## config.mk

```make
export PLATFORM = sky130hd
export DESIGN_NAME = rs_multi_cdb
export DESIGN_NICKNAME = d
export VERILOG_FILES = /design/src/rtl/rs_multi_cdb.sv
export SDC_FILE = /design/constraint.sdc
export NUM_CORES = 2
export LEC_CHECK = 0
export ABC_CLOCK_PERIOD_IN_PS = 4100
export CORE_MARGIN = 1
export CORE_UTILIZATION = 45
export CTS_BUF_LIST = sky130_fd_sc_hd__clkbuf_4 sky130_fd_sc_hd__clkbuf_8
export DETAILED_ROUTE_END_ITERATION = 7
export HOLD_SLACK_MARGIN = 0.08
export PLACE_DENSITY = 0.64
export RECOVER_POWER = 25
export SYNTH_ARGS = -nofsm -noshare
export SYNTH_HDL_FRONTEND = slang
export SYNTH_SLANG_ARGS = --single-unit
```

## constraint.sdc

```tcl
create_clock -name clk -period 4.1 [get_ports clk]
set_input_delay 0.615 -clock clk [delete_from_list [all_inputs] [get_ports clk]]
set_output_delay 0.615 -clock clk [all_outputs]
set_load 0.01 [all_outputs]
```

## src/rtl/rs_multi_cdb.sv

```systemverilog
// Reservation station for ALU-class instructions: holds dispatched ops until both
// operands arrive (via dispatch bypass or N_CDB-wide wakeup), then issues one per cycle.
module rs_multi_cdb #(
  parameter int unsigned DEPTH  = 8,
  parameter int unsigned DATA_W = 32,
  parameter int unsigned ROB_W  = 4,
  parameter int unsigned OP_W   = 6,
  parameter int unsigned TP_W   = 3,
  parameter int unsigned N_CDB  = 2
) (
  input  logic                    clk,
  input  logic                    rst,
  input  logic                    flush,
  input  logic                    disp_valid,
  output logic                    disp_ready,
  input  logic [OP_W-1:0]         disp_op,
  input  logic [TP_W-1:0]         disp_tp,
  input  logic                    disp_qj_wait,
  input  logic [ROB_W-1:0]        disp_qj,
  input  logic [DATA_W-1:0]       disp_vj,
  input  logic                    disp_qk_wait,
  input  logic [ROB_W-1:0]        disp_qk,
  input  logic [DATA_W-1:0]       disp_vk,
  input  logic [DATA_W-1:0]       disp_imm,
  input  logic [ROB_W-1:0]        disp_dest,
  output logic                    iss_valid,
  input  logic                    iss_ready,
  output logic [OP_W-1:0]         iss_op,
  output logic [TP_W-1:0]         iss_tp,
  output logic [DATA_W-1:0]       iss_lhs,
  output logic [DATA_W-1:0]       iss_rhs,
  output logic [DATA_W-1:0]       iss_imm,
  output logic [ROB_W-1:0]        iss_dest,
  input  logic [N_CDB-1:0]        cdb_valid,
  input  logic [N_CDB*ROB_W-1:0]  cdb_tag,
  input  logic [N_CDB*DATA_W-1:0] cdb_data,
  output logic [$clog2(DEPTH):0]  count
);

  localparam int unsigned IDX_W = $clog2(DEPTH);
  localparam int unsigned CNT_W = IDX_W + 1;

  typedef struct packed {
    logic [OP_W-1:0]   op;
    logic [TP_W-1:0]   tp;
    logic [DATA_W-1:0] vj;
    logic [DATA_W-1:0] vk;
    logic [DATA_W-1:0] imm;
    logic [ROB_W-1:0]  dest;
    logic              qj_wait;
    logic [ROB_W-1:0]  qj;
    logic              qk_wait;
    logic [ROB_W-1:0]  qk;
  } entry_t;

  entry_t             ent_q [DEPTH];
  entry_t             ent_d [DEPTH];
  logic [DEPTH-1:0]   vld_q, vld_d;
  logic [CNT_W-1:0]   count_q, count_d;
  logic               hold_vld_q, hold_vld_d;
  logic [IDX_W-1:0]   hold_idx_q, hold_idx_d;

  logic [DEPTH-1:0]   rdy;
  logic [IDX_W-1:0]   low_idx, free_idx, sel_idx;
  logic               disp_fire, iss_fire;

  // Returns {hit, data}; scanning high-to-low lets the lowest matching channel win.
  function automatic logic [DATA_W:0] cdb_lookup(
    input logic [ROB_W-1:0]        tag,
    input logic [N_CDB-1:0]        vld,
    input logic [N_CDB*ROB_W-1:0]  tags,
    input logic [N_CDB*DATA_W-1:0] data
  );
    logic [DATA_W:0] r;
    r = '0;
    for (int c = int'(N_CDB) - 1; c >= 0; c--) begin
      if (vld[c] && (tags[c*ROB_W +: ROB_W] == tag)) r = {1'b1, data[c*DATA_W +: DATA_W]};
    end
    return r;
  endfunction

  // Ready vector, lowest ready / lowest free index, and the held-or-lowest selection.
  always_comb begin
    rdy      = '0;
    low_idx  = '0;
    free_idx = '0;
    for (int i = int'(DEPTH) - 1; i >= 0; i--) begin
      rdy[i] = vld_q[i] && !ent_q[i].qj_wait && !ent_q[i].qk_wait;
      if (rdy[i])    low_idx  = IDX_W'(i);
      if (!vld_q[i]) free_idx = IDX_W'(i);
    end
    sel_idx = hold_vld_q ? hold_idx_q : low_idx;
  end

  assign disp_ready = (count_q != CNT_W'(DEPTH));
  assign iss_valid  = (|rdy) && !flush;
  assign disp_fire  = disp_valid && disp_ready && !flush;
  assign iss_fire   = iss_valid && iss_ready;

  assign iss_op   = iss_valid ? ent_q[sel_idx].op   : '0;
  assign iss_tp   = iss_valid ? ent_q[sel_idx].tp   : '0;
  assign iss_lhs  = iss_valid ? ent_q[sel_idx].vj   : '0;
  assign iss_rhs  = iss_valid ? ent_q[sel_idx].vk   : '0;
  assign iss_imm  = iss_valid ? ent_q[sel_idx].imm  : '0;
  assign iss_dest = iss_valid ? ent_q[sel_idx].dest : '0;
  assign count    = count_q;

  // Next state: wakeup, issue free, dispatch write with bypass, flush clear.
  always_comb begin
    logic [DATA_W:0] lk;
    entry_t          ne;
    ent_d      = ent_q;
    vld_d      = vld_q;
    hold_vld_d = hold_vld_q;
    hold_idx_d = hold_idx_q;
    count_d    = count_q + CNT_W'(disp_fire) - CNT_W'(iss_fire);
    lk         = '0;
    ne         = '0;

    for (int i = 0; i < int'(DEPTH); i++) begin
      if (ent_q[i].qj_wait) begin
        lk = cdb_lookup(ent_q[i].qj, cdb_valid, cdb_tag, cdb_data);
        if (lk[DATA_W]) begin
          ent_d[i].vj      = lk[DATA_W-1:0];
          ent_d[i].qj_wait = 1'b0;
        end
      end
      if (ent_q[i].qk_wait) begin
        lk = cdb_lookup(ent_q[i].qk, cdb_valid, cdb_tag, cdb_data);
        if (lk[DATA_W]) begin
          ent_d[i].vk      = lk[DATA_W-1:0];
          ent_d[i].qk_wait = 1'b0;
        end
      end
    end

    if (iss_fire) vld_d[sel_idx] = 1'b0;

    if (disp_fire) begin
      ne.op      = disp_op;
      ne.tp      = disp_tp;
      ne.imm     = disp_imm;
      ne.dest    = disp_dest;
      ne.qj      = disp_qj;
      ne.qk      = disp_qk;
      ne.vj      = disp_vj;
      ne.qj_wait = disp_qj_wait;
      ne.vk      = disp_vk;
      ne.qk_wait = disp_qk_wait;
      if (disp_qj_wait) begin
        lk = cdb_lookup(disp_qj, cdb_valid, cdb_tag, cdb_data);
        if (lk[DATA_W]) begin
          ne.vj      = lk[DATA_W-1:0];
          ne.qj_wait = 1'b0;
        end
      end
      if (disp_qk_wait) begin
        lk = cdb_lookup(disp_qk, cdb_valid, cdb_tag, cdb_data);
        if (lk[DATA_W]) begin
          ne.vk      = lk[DATA_W-1:0];
          ne.qk_wait = 1'b0;
        end
      end
      ent_d[free_idx] = ne;
      vld_d[free_idx] = 1'b1;
    end

    // A stalled presentation is pinned so a younger-ready lower index cannot preempt it.
    if (iss_fire) begin
      hold_vld_d = 1'b0;
    end else if (iss_valid) begin
      hold_vld_d = 1'b1;
      hold_idx_d = sel_idx;
    end

    if (flush) begin
      vld_d      = '0;
      count_d    = '0;
      hold_vld_d = 1'b0;
      hold_idx_d = '0;
    end
  end

  always_ff @(posedge clk or negedge rst) begin
    if (!rst) begin
      ent_q      <= '{default: '0};
      vld_q      <= '0;
      count_q    <= '0;
      hold_vld_q <= 1'b0;
      hold_idx_q <= '0;
    end else begin
      ent_q      <= ent_d;
      vld_q      <= vld_d;
      count_q    <= count_d;
      hold_vld_q <= hold_vld_d;
      hold_idx_q <= hold_idx_d;
    end
  end

endmodule

```

==> metrics.md <==
| Metric | Value |
|---|---|
| Die Width | `365 um` |
| Number of global-route vias before repair | `51400` |
| Number of cells in the design after placement | `7502` |
| Finish-stage setup viols | `109` |
| Layer carrying the most global-route usage | `met2` |
| Worst Reg2Reg Path Length in Cells | `10` |
| Clock tree from TritonCTS | `yes` |
| Number of synthesized flops with an enable pin | `0` |
| Leakage dissipation | `32.2 nW` |
| Worst setup margin | `-0.405 ns` |
| Final number of max-transition violations | `81` |
| Cell Area, Synth | `59300 um2` |
| Overall Global Routing Usage | `33.9%` |
| Root buffer cell | `sky130_fd_sc_hd__clkbuf_8` |
| Finished Layout Cells | `7959` |
| HPWL after detailed placement | `128 mm` |
| CTS H-Tree Depth | `4` |
| Initial antenna violation count | `24` |
| Count of port buffers added during placement | `312` |
| DRC violations left | `0` |
| Maximum clock insertion buffer count | `3` |
| Min Clock Period, post-route | `4.50 ns` |
| Final Hold Viols | `0` |
| Worst setup EP type | `primary output` |
| Initial Util | `45.6%` |
| Fraction of layout instances using a drive strength above 1 | `35.8%` |
| Type of origin of the critical path | `flip-flop` |
| Cell Area, Placed | `66100 um2` |
| Number of distinct standard cells referenced by the synthesized netlist | `63` |
| Power per Cell Area | `399 nW/um2` |
| Met1 track utilization from global routing | `44.8%` |
| Total grt overflow | `0` |
| Max Fanout on Critical Path | `6` |
| Worst slew pin tran | `2.97 ns` |
| Worst hold path endpoint | `ent_q[637]$_DFFE_PN0P_` |
| Largest net degree at the start of global routing | `97` |
| Clock Sinks | `968` |
| End-of-flow core utilization | `57.2%` |
| Mean Syn Cell Area | `10.4 um2` |
| Category of the critical setup timing path | `flip-flop to primary output` |
| Post-synthesis net count | `5926` |
| Worst supply voltage drop on vdd | `381 uV` |
| Worst r2r dst | `ent_q[211]$_DFF_PN0_` |
| # rows | `132` |
| Height of the die | `365 um` |
| Drt wl/cell | `29.9 um` |
| Wire length of the first global-routing pass | `342 mm` |
| Vias per inst | `6.56` |
| Global-route met3 utilization | `8.66%` |
| Outcome | `complete, but fails checks` |
| Number of iterations in the first detailed-routing pass | `6` |
| Post-synthesis sequential element count | `968` |
| Global placement routability congestion | `0.882` |
| Count of pins on the block boundary | `313` |
| Data arrival at the endpoint of the critical path | `3.89 ns` |
| Max-Slew Margin vs Limit | `-98.1%` |
| Signed area change from the synthesized netlist to the final layout | `25.6%` |
| Violations in the final reports | `capacitance limit, slew limit, setup timing` |
| Vias | `52200` |
| Clock-pin slew reported for the worst setup and hold paths after clock tree synthesis | `0.06 ns` |
| Setup TNS Final | `-34.34 ns` |
| Total core area | `130000 um2` |
| Final ANT Viol Nets | `0` |
| Number of inserted filler cells in the final layout | `11000` |
| Beginning of the worst hold path | `disp_imm[28]` |
| Setup repair after global routing missed its margin | `yes` |
| Class of the tightest hold or removal check | `primary input to flip-flop` |
| Final standard cell area without fillers | `74400 um2` |
| Largest clock skew in the final design | `0.0538 ns` |
| Maximum frequency from static timing analysis | `222 MHz` |
| Drt total wl | `238 mm` |
| Primary flip-flop cell chosen by synthesis mapping | `sky130_fd_sc_hd__dfrtp_1` |
| Worst Hold Path Cells | `3` |
| Worst reg2reg setup slack | `1.02 ns` |
| Global routing usage on met2 | `51.8%` |
| Register area share after synthesis | `40.9%` |
| Synth async-reset ratio | `100%` |
| Full die area | `133000 um2` |
| Worst EP required | `3.48 ns` |
| Cells after Synth | `5722` |
| DRC violation total after the first TritonRoute iteration | `6141` |
| Yosys Warn Count | `0` |
| Post-route fraction of the period consumed by the critical path | `110%` |
| Worst-Skew Late Latency | `0.93 ns` |
| Net count reported at finish | `6283` |
| Max cap viols | `1` |
| CTS Buf Count | `177` |
| Launch instance of the worst register-to-register path | `vld_q[7]$_DFF_PN0_` |
through the flow:
stage	total power, mW	setup WS (ns)	hold slack, ns
final	29.7	-0.405	0.437
after global routing	31.0	-0.480	0.435
after CTS	29.3	-0.353	0.368
after detailed placement	19.1	-0.400	0.462
after global placement	18.9	-0.583	0.457
after floorplan	16.4	0.901	0.319
cells by family (layout without fill, tap and decap cells):
logic type / Yosys count / count (layout) / share of synthesized area, %
flops: 968 / 968 / 40.9
mux: 1846 / 1846 / 33.0
simple gates: 1027 / 1027 / 9.29
other cells: 0 / 10 / 0
xor+xnor: 146 / 146 / 2.16
compound gates: 1113 / 1115 / 10.2
buf+inv: 616 / 1099 / 4.36
fa+ha+maj: 6 / 6 / 0.139
cell usage in the layout, fill, tap and decap left out, drive strengths merged, types with 6 or more instances in the layout:
| master | instances |
|---|---|
| dfrtp | 968 |
| mux2i | 966 |
| mux2 | 880 |
| buf | 519 |
| o21ai | 481 |
| a21oi | 474 |
| nand3 | 444 |
| clkbuf | 333 |
| nand2 | 205 |
| clkdlybuf4s50 | 201 |
| or4 | 109 |
| xor2 | 105 |
| and3 | 99 |
| and2 | 69 |
| a22oi | 64 |
| xnor2 | 41 |
| a221oi | 32 |
| nor2 | 31 |
| nor4 | 31 |
| inv | 16 |
| clkinv | 15 |
| o21a | 15 |
| diode | 10 |
| o211ai | 7 |
| clkinvlp | 7 |
| nor3b | 7 |
| a211oi | 7 |
| nor3 | 6 |
synthesized netlist by cell type, types with 4 or more instances:
| cell type | n | share of area, % |
|---|---|---|
| sky130_fd_sc_hd__a211oi_1 | 7 | 0.089 |
| sky130_fd_sc_hd__nand2_1 | 205 | 1.3 |
| sky130_fd_sc_hd__xor2_1 | 105 | 1.6 |
| sky130_fd_sc_hd__nor4_1 | 24 | 0.25 |
| sky130_fd_sc_hd__nor4_2 | 7 | 0.15 |
| sky130_fd_sc_hd__or3_1 | 5 | 0.053 |
| sky130_fd_sc_hd__and2_1 | 68 | 0.72 |
| sky130_fd_sc_hd__ha_1 | 5 | 0.11 |
| sky130_fd_sc_hd__and3_1 | 99 | 1.0 |
| sky130_fd_sc_hd__o311ai_0 | 4 | 0.059 |
| sky130_fd_sc_hd__a21o_1 | 4 | 0.051 |
| sky130_fd_sc_hd__buf_2 | 132 | 1.1 |
| sky130_fd_sc_hd__mux2i_1 | 966 | 16 |
| sky130_fd_sc_hd__a22oi_1 | 64 | 0.81 |
| sky130_fd_sc_hd__o21ai_0 | 477 | 4.0 |
| sky130_fd_sc_hd__inv_1 | 11 | 0.070 |
| sky130_fd_sc_hd__a21oi_1 | 474 | 4.0 |
| sky130_fd_sc_hd__a221oi_1 | 32 | 0.47 |
| sky130_fd_sc_hd__nand3_1 | 444 | 3.7 |
| sky130_fd_sc_hd__o31ai_1 | 4 | 0.051 |
| sky130_fd_sc_hd__nor2_1 | 30 | 0.19 |
| sky130_fd_sc_hd__o21ai_1 | 4 | 0.034 |
| sky130_fd_sc_hd__buf_6 | 7 | 0.13 |
| sky130_fd_sc_hd__buf_1 | 66 | 0.42 |
| sky130_fd_sc_hd__or4_1 | 108 | 1.4 |
| sky130_fd_sc_hd__mux2_2 | 880 | 17 |
| sky130_fd_sc_hd__nor3b_1 | 7 | 0.089 |
| sky130_fd_sc_hd__o21a_1 | 15 | 0.19 |
| sky130_fd_sc_hd__dfrtp_1 | 968 | 41 |
| sky130_fd_sc_hd__clkbuf_1 | 384 | 2.4 |
| sky130_fd_sc_hd__xnor2_1 | 41 | 0.61 |
| sky130_fd_sc_hd__o211ai_1 | 7 | 0.089 |
| sky130_fd_sc_hd__buf_4 | 15 | 0.19 |
| sky130_fd_sc_hd__nor3_1 | 6 | 0.051 |
flip-flops by register name (all words and copies together), names as in the netlist:
name	count
hold_vld_q	1
ent_q	952
vld_q	8
count	4
hold_idx_q	3
worst max-delay path by stage:
stage,startpoint,to
4_1_cts,vld_q[0]$_DFF_PN0_,iss_rhs[3]
6_report,vld_q[2]$_DFF_PN0_,iss_rhs[26]
3_5_place_dp,disp_qk[3],ent_q[306]$_DFF_PN0_
3_3_place_gp,disp_qk[3],ent_q[310]$_DFF_PN0_
5_1_grt,hold_vld_q$_DFFE_PN0P_,iss_lhs[18]
2_1_floorplan,vld_q[1]$_DFF_PN0_,iss_imm[14]
timing repair:
item	4_1_cts	5_1_grt
gates resized for setup	728	387
setup endpoints to repair	109	109
hold endpoints to repair	51	0
gates cloned	35	37
hold buffers	1	0
buffers inserted	54	25
pin swaps	76	122
metal layers:
layer  routed length (um)  part of all wire, %
met3                26800                   11
met2               105000                   44
met5                  183                0.077
met4                12400                  5.2
met1                93400                   39
critical path: stages, from the launching register on:
cell                      delay, ns
sky130_fd_sc_hd__dfrtp_1       0.43
sky130_fd_sc_hd__nor3b_4       0.19
sky130_fd_sc_hd__or4_4         0.60
sky130_fd_sc_hd__buf_12        0.16
sky130_fd_sc_hd__a211o_4       0.33
sky130_fd_sc_hd__buf_12        0.17
sky130_fd_sc_hd__buf_12        0.16
sky130_fd_sc_hd__nand3_2       0.08
sky130_fd_sc_hd__a21oi_2       0.06
sky130_fd_sc_hd__or4_4         0.62
sky130_fd_sc_hd__buf_6         0.16
area by class of cell:
| type | count | area, um2 | share of cell area (%) |
|---|---|---|---|
| Multi-Input combinational cell | 4140 | 34800 | 46.7 |
| Sequential cell | 968 | 24200 | 32.5 |
| Timing Repair Buffer | 781 | 9490 | 12.7 |
| Clock buffer | 278 | 3460 | 4.65 |
| Tap cell | 1742 | 2180 | 2.93 |
| Clock inverter | 29 | 234 | 0.314 |
| Inverter | 11 | 41.3 | 0.0555 |
| Antenna cell | 10 | 25.0 | 0.0336 |
where the power goes:
group	leakage (nW)	switching [mW]	internal [mW]	total, mW
Sequential	13.0	1.18	11.3	12.5
Clock	1.96	4.42	5.46	9.88
Combinational	17.3	3.74	3.60	7.34
Total	32.2	9.34	20.4	29.7
Power figures use the tool's default switching activity.
